[src/rtl/seven_segment_reader.sv]
// seven_segment_reader: recovers BCD digits from a multiplexed seven-segment bus and
// presents each fully captured scan as a frame on a valid/ready handshake.
module seven_segment_reader #(
   parameter int NUM_DIGITS    = 4,
   parameter int STABLE_CYCLES = 4
) (
   input  logic                    clk,
   input  logic                    rst,
   input  logic [6:0]              seg,
   input  logic [NUM_DIGITS-1:0]   dig_sel,
   input  logic                    frame_ready,
   output logic                    frame_valid,
   output logic [4*NUM_DIGITS-1:0] bcd_out,
   output logic [NUM_DIGITS-1:0]   digit_err,
   output logic                    overrun
);
   localparam int CW = $clog2(STABLE_CYCLES + 1);
   localparam logic [CW-1:0] SAT = CW'(STABLE_CYCLES);

   logic [NUM_DIGITS-1:0]   sel_q, sel_p, mask, slot_err;
   logic [6:0]              seg_q, seg_p;
   logic [CW-1:0]           cnt, cnt_nx;
   logic [4*NUM_DIGITS-1:0] slot;
   logic [3:0]              code;
   logic                    one_hot, same, accept, full, bad;

   always_comb begin
      one_hot = sel_q != '0 && (sel_q & (sel_q - NUM_DIGITS'(1))) == '0;
      same    = {sel_q, seg_q} == {sel_p, seg_p};
      cnt_nx  = !one_hot ? '0 : same ? (cnt == SAT ? SAT : cnt + CW'(1)) : CW'(1);
      // a dwell already saturated on this same pair must not accept again
      accept  = one_hot && cnt_nx == SAT && !(same && cnt == SAT);
      full    = &mask;
   end

   always_comb begin
      case (seg_q)
         7'b1111110: code = 4'h0;
         7'b0110000: code = 4'h1;
         7'b1101101: code = 4'h2;
         7'b1111001: code = 4'h3;
         7'b0110011: code = 4'h4;
         7'b1011011: code = 4'h5;
         7'b1011111: code = 4'h6;
         7'b1110000: code = 4'h7;
         7'b1111111: code = 4'h8;
         7'b1111011: code = 4'h9;
         7'b0000001: code = 4'hA;
         7'b0000000: code = 4'hF;
         default:    code = 4'hE;
      endcase
      bad = code == 4'hE;
   end

   always_ff @(posedge clk or posedge rst) begin
      if (rst) begin
         sel_q       <= '0;
         seg_q       <= '0;
         sel_p       <= '0;
         seg_p       <= '0;
         cnt         <= '0;
         mask        <= '0;
         slot        <= '0;
         slot_err    <= '0;
         frame_valid <= 1'b0;
         bcd_out     <= '0;
         digit_err   <= '0;
         overrun     <= 1'b0;
      end else begin
         sel_q <= dig_sel;
         seg_q <= seg;
         sel_p <= sel_q;
         seg_p <= seg_q;
         cnt   <= cnt_nx;
         for (int i = 0; i < NUM_DIGITS; i++)
            if (accept && sel_q[i]) begin
               slot[4*i+:4] <= code;
               slot_err[i]  <= bad;
            end
         mask    <= (full ? '0 : mask) | (accept ? sel_q : '0);
         overrun <= 1'b0;
         if (full && (!frame_valid || frame_ready)) begin
            frame_valid <= 1'b1;
            bcd_out     <= slot;
            digit_err   <= slot_err;
         end else if (full) overrun <= 1'b1;
         else if (frame_valid && frame_ready) frame_valid <= 1'b0;
      end
   end
endmodule

[config.mk]
export PLATFORM = sky130hd
export DESIGN_NAME = seven_segment_reader
export DESIGN_NICKNAME = d
export VERILOG_FILES = /design/src/rtl/seven_segment_reader.sv
export SDC_FILE = /design/constraint.sdc
export NUM_CORES = 1
export LEC_CHECK = 0
export BUFFER_PORTS_ARGS = -buffer_cell sky130_fd_sc_hd__buf_4
export CAP_MARGIN = 20
export CORE_ASPECT_RATIO = 0.7
export CORE_MARGIN = 2
export CORE_UTILIZATION = 37
export CTS_BUF_LIST = sky130_fd_sc_hd__clkbuf_2
export CTS_CLUSTER_DIAMETER = 40
export DETAILED_ROUTE_END_ITERATION = 8
export GPL_ROUTABILITY_DRIVEN = 0
export HOLD_SLACK_MARGIN = 0.08
export PLACE_DENSITY = 0.6
export SLEW_MARGIN = 20
export SYNTH_ARGS = -nofsm -noshare
export SYNTH_HDL_FRONTEND = slang
export SYNTH_SLANG_ARGS = --single-unit
[constraint.sdc]
create_clock -name clk -period 2 [get_ports clk]
set_input_delay 0.2 -clock clk [delete_from_list [all_inputs] [get_ports clk]]
set_output_delay 0.2 -clock clk [all_outputs]
set_load 0.005 [all_outputs]
==> results of run 1 <==
cells by family (layout without fill, tap and decap cells):
group                      Yosys count  count (layout)  share of synthesized area
adders and majority gates            2               2                    0.00863
buffers and inverters               14              84                     0.0242
muxes                               40              40                      0.155
AOI/OAI and AO/OA                   12              12                     0.0289
xor gates and xnor gates            13              13                     0.0393
and+or+nand+nor                     52              52                      0.131
DFF                                 71              71                      0.613
flip-flops by register name, indices dropped and copies added, names as in the netlist:
name and count:
mask 4, seg_p 7, sel_q 4, overrun 1, slot 16, sel_p 4, digit_err 4, cnt 3
bcd_out 16, frame_valid 1, slot_err 4, seg_q 7
per-stage QoR:
step / worst slack [ns] / setup TNS, ns / util / std cells
floorplan: 0.00343 / 0 / - / 204
global placement: 0.139 / 0 / 0.450 / 342
detailed placement: 0.0779 / 0 / 0.450 / 342
CTS: 0.0560 / 0 / 0.490 / 371
global route: -0.0251 / -0.144 / 0.498 / 372
finish: 0.102 / 0 / 0.498 / 372
synth_stat cells (2+ instances only):
cell      instances
o21ai_0           4
buf_4             2
nand4b_4          2
ha_1              2
inv_1             7
nor3b_1           2
dfrtp_1          71
buf_1             2
or4b_1            2
nand2_1          15
nor3_1            3
a21oi_1           2
nand2b_1          2
nand3b_2          2
nor2b_1           2
nor2_1            4
nor4_1            2
nand4_1           3
buf_2             2
mux2_2           40
xnor2_1          13
worst max path at each step:
| stage | start | endpoint | slack [ns] | cells past startpoint |
|---|---|---|---|---|
| global placement | seg_q[4] | slot_err[3] | 0.14 | 5 |
| floorplan | rst | bcd_out[0] | 0.003 | 1 |
| global route | cnt[0] | slot_err[2] | -0.03 | 8 |
| CTS | seg_q[3] | slot_err[0] | 0.06 | 5 |
| finish | seg_q[4] | slot_err[0] | 0.10 | 5 |
| detailed placement | seg_q[3] | slot_err[3] | 0.08 | 5 |
tightest hold or removal path, stage by stage:
cell           delay [ns]
dlygate4sd3_1        0.53
buf_4                0.13
inv_2                0.06
buf_12               0.32
area by class of cell:
type	instances	area [µm²]	share of cell area
clock buffers	9	45.0	0.0121
clock inverters	7	121	0.0327
flip-flops and latches	71	1780	0.481
multi-input cells	119	1090	0.294
well taps	98	123	0.0330
inverters	7	26.3	0.00708
repair buffers	61	519	0.140
routing by layer:
layer  routed length, µm  GRT usage  part of all wire
met2                2280      0.183              0.44
met5                   0          0                 0
met4                  32     0.0304            0.0062
met1                2640      0.194              0.51
met3                 228     0.0615             0.044
report_power, final:
part | total (µW) | switching, µW | internal [µW]
clock network | 1060 | 518 | 544
registers | 1490 | 30.6 | 1460
logic | 154 | 69.8 | 84.4
repair_timing:
action	in CTS	in global routing
buffers inserted	0	1
setup endpoints to repair	0	20
resized for setup	0	12
hold endpoints to repair	84	0
hold buffers	13	0
==> results.txt, run 1 <==
fmax: 527 MHz
Die Y: 78.1 µm
VDD IR-drop max: 0.000327 V
Hold WC Path Type: in -> async
Crit-path slowest cell: or4b_4
Post-synth EDFFs: 0
commonest non-fill, non-tap cell in the layout: dfrtp_1
Initial Util: 0.389
CTS max path bufs: 2
Req. time, crit path: 2.38 ns
drt wl/cell: 13.9 µm
Worst Tran Pin Value: 0.572 ns
Warnings, synthesis: 0
Overall Power: 2710 µW
first-pass GRT wire length: 8.70 mm
Worst R2R End: slot_err[0]
Yosys cell types: 41
Remaining Overflow, GRT: 0
synth-to-layout area growth: 28.0%
Total GRT Usage: 0.134
WP buf/inv: 0
r2r worst-path depth: 5
sequential fraction of the synthesis area: 0.613
Rows: 26
ANT cells: 0
Routed WL: 5.19 mm
synthesized area: 0.00290 mm²
filler cell count: 680
Pre-antenna DRT Iters: 4
Die Area: 0.00857 mm²
Gate Count Post-Synth: 204
Synth area leader: dfrtp_1
Hold Violations, Final: 0
fraction of registers with async set/reset: 1.00
detailed-route via count: 1736
#FFs+latches synth: 71
DP Area: 0.00336 mm²
clk sinks: 71
CP Launch Type: flop
IO Port Bufs: 35
Synth area leaders: dfrtp_1 61%, mux2_2 16%, xnor2_1 3.9%
number of H-tree levels: 3
crit path max fanout: 8
die width: 110 µm
Pins Over Slew Limit: 0
reg2reg start: seg_q[4]
crit-path max cell delay: 0.52 ns
number of max-cap violations: 0
Final min period: 1.90 ns
Avg Cell Area, Syn: 14.2 µm²
Root Buffer: clkbuf_2
Top FF cell, synth: dfrtp_1
Via density: 4.67
Worst-path clk slew: 0.22 ns
largest net degree at the start of global routing: 72
cts bufs inserted: 9
Detail Placement HPWL: 3.44 mm
Mapped Nets: 220
Critical Path, Cell by Cell: xnor2_1 -> or4b_4 -> and4b_4 -> nor2b_4 -> mux2_2
P_leak: 0.00191 µW
Worst setup EP type: flop
Worst Skew: 0.0324 ns
layout cell share with drive strength beyond 1: 0.460
vias in the first global route: 1757
Data arrival, critical path: 2.28 ns
Yosys top cell area share: 0.613
most frequent cells in the layout: 65 x dfrtp_1, 45 x buf_4, 40 x mux2_2, 15 x nand2_1
clock latency at the later pin of the worst-skew pair: 0.50 ns
TritonCTS clock tree: yes
family with the most delay on the worst path: simple AND/OR/NAND/NOR gates
R2R Setup Slk: 0.10 ns
Tcrit/Tclk final: 0.949
antenna viol nets, final: 0
final instance area: 0.00371 mm²
max_slew headroom: 0.614
core area: 0.00745 mm²
Total Nets Final: 285
initial DRC count: 39
endpoints failing setup: 0
IO Count: 36
Hold Slack: 0.291 ns
status: complete, no violations
Residual DRC: 0
Power Dens Cells: 730 mW/mm²
initial antenna violation count: 0
critical path class: reg -> reg
Note: power is estimated with default switching activity, not from simulation.
==> inputs of run 2 (changes only) <==
- BUFFER_PORTS_ARGS: -buffer_cell sky130_fd_sc_hd__buf_4 -> not set
- DONT_BUFFER_PORTS: not set -> 1
- PLACE_DENSITY: 0.6 -> 0.56
==> run 2 against run 1 <==
  * Sequential cell count did not move
  * Register-to-register slack about the same
  * Non-clock buffer count fell by 32
  * Design area fell by 8.8%
  * First-iteration DRC count shrank 23%
  * Sequential share of layout area grew 4.4 points
  * Sequential power barely moved
  * Worst setup slack better by 0.0055 ns
  * Count of clock-buffer cells in the layout unchanged
  * Power down 6.3%
==> results.txt, run 2 (synthesis gave the netlist of run 1 again) <==
status: complete, no violations
Initial Util: 0.389 (unchanged)
detailed-route via count: 1635 (-5.8%)
Setup Fix Bufs, Post-CTS: 0 (unchanged)
dpl ws: 0.125 ns (+0.0470 ns)
r2r worst-path depth: 4 (-1)
initial antenna violation count: 0 (unchanged)
Tcrit/Tclk final: 0.946 (-0.00276)
Pins Over Slew Limit: 0 (unchanged)
Req. time, crit path: 2.39 ns (about the same)
drt wl/cell: 14.7 µm (+5.5%)
Power Dens Cells: 749 mW/mm² (+2.7%)
RSZ-0062 raised after global routing: false
crit path max fanout: 6 (-2)
Die Area: 0.00857 mm² (unchanged)
clock latency at the later pin of the worst-skew pair: 0.52 ns (+0.02 ns)
IO Count: 36 (unchanged)
Root Buffer: clkbuf_2
Rows: 26 (unchanged)
Non-Filler Instances: 340 (-8.6%)
Inst Count DP: 311 (-9.1%)
Total GRT Usage: 0.133 (-0.00110)
die width: 110 µm (unchanged)
layout cell share with drive strength beyond 1: 0.351 (-0.109)
Worst Skew: 0.0351 ns (+0.00274 ns)
number of max-cap violations: 0 (unchanged)
Largest regs: bcd_out (16), slot (16)
Die Y: 78.1 µm (unchanged)
Residual DRC: 0 (unchanged)
largest net degree at the start of global routing: 72 (unchanged)
Hold Slack: 0.185 ns (-0.106 ns)
synth-to-layout area growth: 16.8%
commonest non-fill, non-tap cell in the layout: dfrtp_1
filler cell count: 683 (+0.44%)
Hold WC Path Type: in -> async
Detail Placement HPWL: 3.40 mm (-1.3%)
CP Launch Type: flop
core area: 0.00745 mm² (unchanged)
Hold Violations, Final: 0 (unchanged)
ANT cells: 0 (unchanged)
critical path class: reg -> reg
Routed WL: 5.00 mm (-3.6%)
Via density: 4.81 (+3.0%)
VDD IR-drop max: 0.000590 V (+80%)
CTS max path bufs: 2 (unchanged)
TritonCTS clock tree: yes
clk sinks: 71 (unchanged)
fmax: 528 MHz (+0.29%)
Final min period: 1.89 ns (-0.00552 ns)
Worst Tran Pin Value: 0.372 ns (-0.201 ns)
IO Port Bufs: 0 (-100%)
endpoints failing setup: 0 (unchanged)
R2R Setup Slk: 0.11 ns (about the same)
max_slew headroom: 0.752 (+0.138)
antenna viol nets, final: 0 (unchanged)
Pre-antenna DRT Iters: 4 (unchanged)
number of H-tree levels: 3 (unchanged)
Remaining Overflow, GRT: 0 (unchanged)
cts bufs inserted: 9 (unchanged)
Final WS setup: 0.108 ns (+0.00552 ns)
Total Nets Final: 253 (-11%)
vias in the first global route: 1612 (-8.3%)
Worst setup EP type: flop
setup TNS: 0 ns (unchanged)
first-pass GRT wire length: 8.32 mm (-4.4%)
most frequent cells in the layout: 71 x dfrtp_1, 40 x mux2_2, 15 x nand2_1, 14 x buf_4
initial DRC count: 30 (-23%)
P_leak: 0.00169 µW (-11%)
Data arrival, critical path: 2.29 ns (about the same)
Worst-path clk slew: 0.21 ns (about the same)
## run 2: cell count changes in the layout (fill, tap and decap cells not counted), sizes merged
cell      before  now
bufinv         3    2
buf           48   16
clkinvlp       0    1
## run 2: worst paths after layout
kind	endpoint	from
max	slot[15]	sel_q[1]
min	slot[6]	rst
max reg2reg	slot[15]	sel_q[1]
min reg2reg	seg_p[1]	seg_q[1]
max in group asynchronous	bcd_out[14]	rst
min in group clk	sel_q[2]	dig_sel[2]
## run 2: layout make-up
cell class              instances  area (µm²)  share of cell area
multi-input cells             119        1050               0.311
repair buffers                 29         275              0.0813
inverters                       7        26.3             0.00776
clock inverters                 7        87.6              0.0259
flip-flops and latches         71        1780               0.525
clock buffers                   9        45.0              0.0133
well taps                      98         123              0.0362
## run 2: per-stage QoR
| stage | util | total power (µW) | area (µm²) |
|---|---|---|---|
| floorplan | - | 1600 | 2900 |
| detailed placement | 0.419 | 1640 | 3120 |
| CTS | 0.454 | 2590 | 3390 |
| finish | 0.454 | 2540 | 3390 |
| global route | 0.454 | 2670 | 3390 |
| global placement | 0.419 | 1640 | 3120 |
## run 2: power breakdown
group          switching, µW  total (µW)  internal, µW
logic                   70.9         143          72.1
registers               23.0        1480          1460
clock network            505         910           405
total                    599        2540          1940
## run 2: what timing repair did
item	4_1_cts	5_1_grt
hold endpoints to repair	84	0
hold buffers	13	0
resized for setup	0	0
## run 2: worst max-delay path, cell delays in order (launching register included)
cell and delay, ns:
dfrtp_1 0.46, or4b_1 0.56, o311a_1 0.19, nand4b_4 0.27, mux2_2 0.31
## run 2: per-layer routing
metal | up-vias | track usage | routed length (µm)
met4 | 0 | 0.0532 | 69
met2 | 39 | 0.169 | 2030
met3 | 8 | 0.0689 | 309
met1 | 803 | 0.189 | 2590
li1 | 785 | - | -
met5 | - | 0 | 0
==> inputs of run 3 (changes only) <==
- PLACE_DENSITY: 0.56 -> not set
- PLACE_DENSITY_LB_ADDON: not set -> 0.2
==> run 3 against run 2 <==
  * Routed wire length is 1.7% higher
  * Fmax decreased by 0.70%
  * Power down 10%
  * Global-route usage is 0.43 points higher
  * Die area did not move
  * Core utilization shrank 0.32 points
  * Largest cell class unchanged
==> results.txt, run 3 (synthesis gave the netlist of run 1 again) <==
filler cell count: 693 (+1.5%)
dpl ws: 0.0923 ns (-0.0326 ns)
core area: 0.00745 mm² (unchanged)
initial antenna violation count: 0 (unchanged)
CTS max path bufs: 2 (unchanged)
fmax: 525 MHz (-0.70%)
VDD IR-drop max: 0.000347 V (-41%)
largest net degree at the start of global routing: 63 (-13%)
met3 Use GR: 0.0698 (+0.000831)
Tcrit/Tclk final: 0.953 (+0.00669)
max_slew headroom: 0.731 (-0.0211)
first-pass GRT wire length: 8.67 mm (+4.2%)
TritonCTS clock tree: yes
IO Port Bufs: 0 (unchanged)
Pre-antenna DRT Iters: 4 (unchanged)
critical path class: reg -> reg
Hold WC Path Type: in -> async
Die Y: 78.1 µm (unchanged)
layout cell share with drive strength beyond 1: 0.357 (+0.00532)
Initial Util: 0.389 (unchanged)
Largest regs: bcd_out (16), slot (16)
Req. time, crit path: 2.41 ns (+0.02 ns)
most frequent cells in the layout: 69 x dfrtp_1, 40 x mux2_2, 15 x nand2_1, 15 x buf_4, 14 x dlygate4sd3_1
Power Dens Cells: 676 mW/mm² (-9.8%)
Root Buffer: clkbuf_2
drt wl/cell: 14.9 µm (+1.1%)
status: complete, no violations
endpoints failing setup: 0 (unchanged)
initial DRC count: 43 (+43%)
clk sinks: 71 (unchanged)
commonest non-fill, non-tap cell in the layout: dfrtp_1
antenna viol nets, final: 0 (unchanged)
setup TNS: 0 ns (unchanged)
number of max-cap violations: 0 (unchanged)
Residual DRC: 0 (unchanged)
IO Count: 36 (unchanged)
Pins Over Slew Limit: 0 (unchanged)
GRT busiest layer: met1
synth-to-layout area growth: 16.0%
detailed-route via count: 1656 (+1.3%)
Total Nets Final: 255 (+0.79%)
Rows: 26 (unchanged)
Final min period: 1.91 ns (+0.0134 ns)
GR Util met2: 0.175 (+0.00675)
Routed WL: 5.08 mm (+1.7%)
Crit-path slowest cell: dfrtp_1
Remaining Overflow, GRT: 0 (unchanged)
ANT cells: 0 (unchanged)
Setup Fix Bufs, Post-CTS: 0 (unchanged)
CP Launch Type: flop
Worst Skew: 0.0229 ns (-0.0122 ns)
Worst-path clk slew: 0.19 ns (-0.02 ns)
Total GRT Usage: 0.138 (+0.00428)
crit path max fanout: 9 (+3)
vias in the first global route: 1610 (-0.12%)
Via density: 4.84 (+0.69%)
Die Area: 0.00857 mm² (unchanged)
P_leak: 0.00170 µW (+0.30%)
Detail Placement HPWL: 3.48 mm (+2.5%)
Data arrival, critical path: 2.32 ns (+0.03 ns)
Worst Tran Pin Value: 0.402 ns (+0.0303 ns)
met1 Usage GRT: 0.194 (+0.00450)
Worst setup EP type: flop
Hold Violations, Final: 0 (unchanged)
Final WS setup: 0.0942 ns (-0.0134 ns)
die width: 110 µm (unchanged)
clock latency at the later pin of the worst-skew pair: 0.52 ns (about the same)
crit-path max cell delay: 0.53 ns (-0.03 ns)
r2r worst-path depth: 5 (+1)
cts bufs inserted: 9 (unchanged)
number of H-tree levels: 3 (unchanged)
Critical Path, Cell by Cell: nand3_2 -> or4b_4 -> and4b_4 -> nor2b_4 -> mux2_2
[run 3: cell count changes in the layout (fill, tap and decap cells not counted)]
cell           before  now
buf_4              14   15
bufinv_16           2    0
clkbuf_2            9   10
clkinv_1            0    2
clkinvlp_4          1    0
dfrtp_1            71   69
dfrtp_2             0    2
dlygate4sd3_1      13   14
nand3b_2            2    1
nand3b_4            0    1
nor2b_1             2    1
nor2b_2             0    1
[run 3: area by class of cell]
cell class	instances	area, µm²	area share
clock buffer	10	50.0	0.0149
multi-input combinational	119	1060	0.316
inverter	7	26.3	0.00782
clock inverter	6	27.5	0.00819
tap	98	123	0.0365
sequential	71	1780	0.529
timing repair buffer	31	293	0.0871
[run 3: timing repair]
action	CTS	global route
hold buffers	14	0
gates resized for setup	0	3
endpoints found under the setup margin	0	2
hold endpoints to repair	84	0
[run 3: metal layers]
layer  part of all wire  vias to the layer above
li1                   -                      786
met1               0.51                      818
met2               0.41                       42
met3              0.064                       10
met4              0.019                        0
met5                  0                        -
[run 3: worst paths after layout]
path / startpoint / end / slack (ns)
setup / recovery: seg_q[6] / slot_err[0] / 0.09
hold / removal: rst / slot[4] / 0.19
setup reg to reg: seg_q[6] / slot_err[0] / 0.09
hold reg to reg: seg_q[1] / seg_p[1] / 0.45
max in group asynchronous: rst / overrun / 1.05
min in group clk: dig_sel[3] / sel_q[3] / 0.22
[run 3: report_power, final]
part	switching, µW	internal [µW]
logic	71.9	73.7
clock network	489	152
registers	24.1	1460
total	585	1690
[run 3: critical path, delay by kind of cell, from the launching register on]
family | cells | cell delay (ns)
and+or+nand+nor | 4 | 1.04
DFF | 1 | 0.53
muxes | 1 | 0.25
[run 3: per-stage QoR]
stage               hold slack (ns)  power, µW  instance area (µm²)  std cells  utilization
floorplan                     0.231       1600                 2900        204            -
global placement             0.0193       1640                 3130        312        0.421
detailed placement           0.0243       1640                 3130        312        0.421
CTS                           0.158       2320                 3350        342        0.450
global route                  0.136       2410                 3360        342        0.451
finish                        0.189       2270                 3360        342        0.451
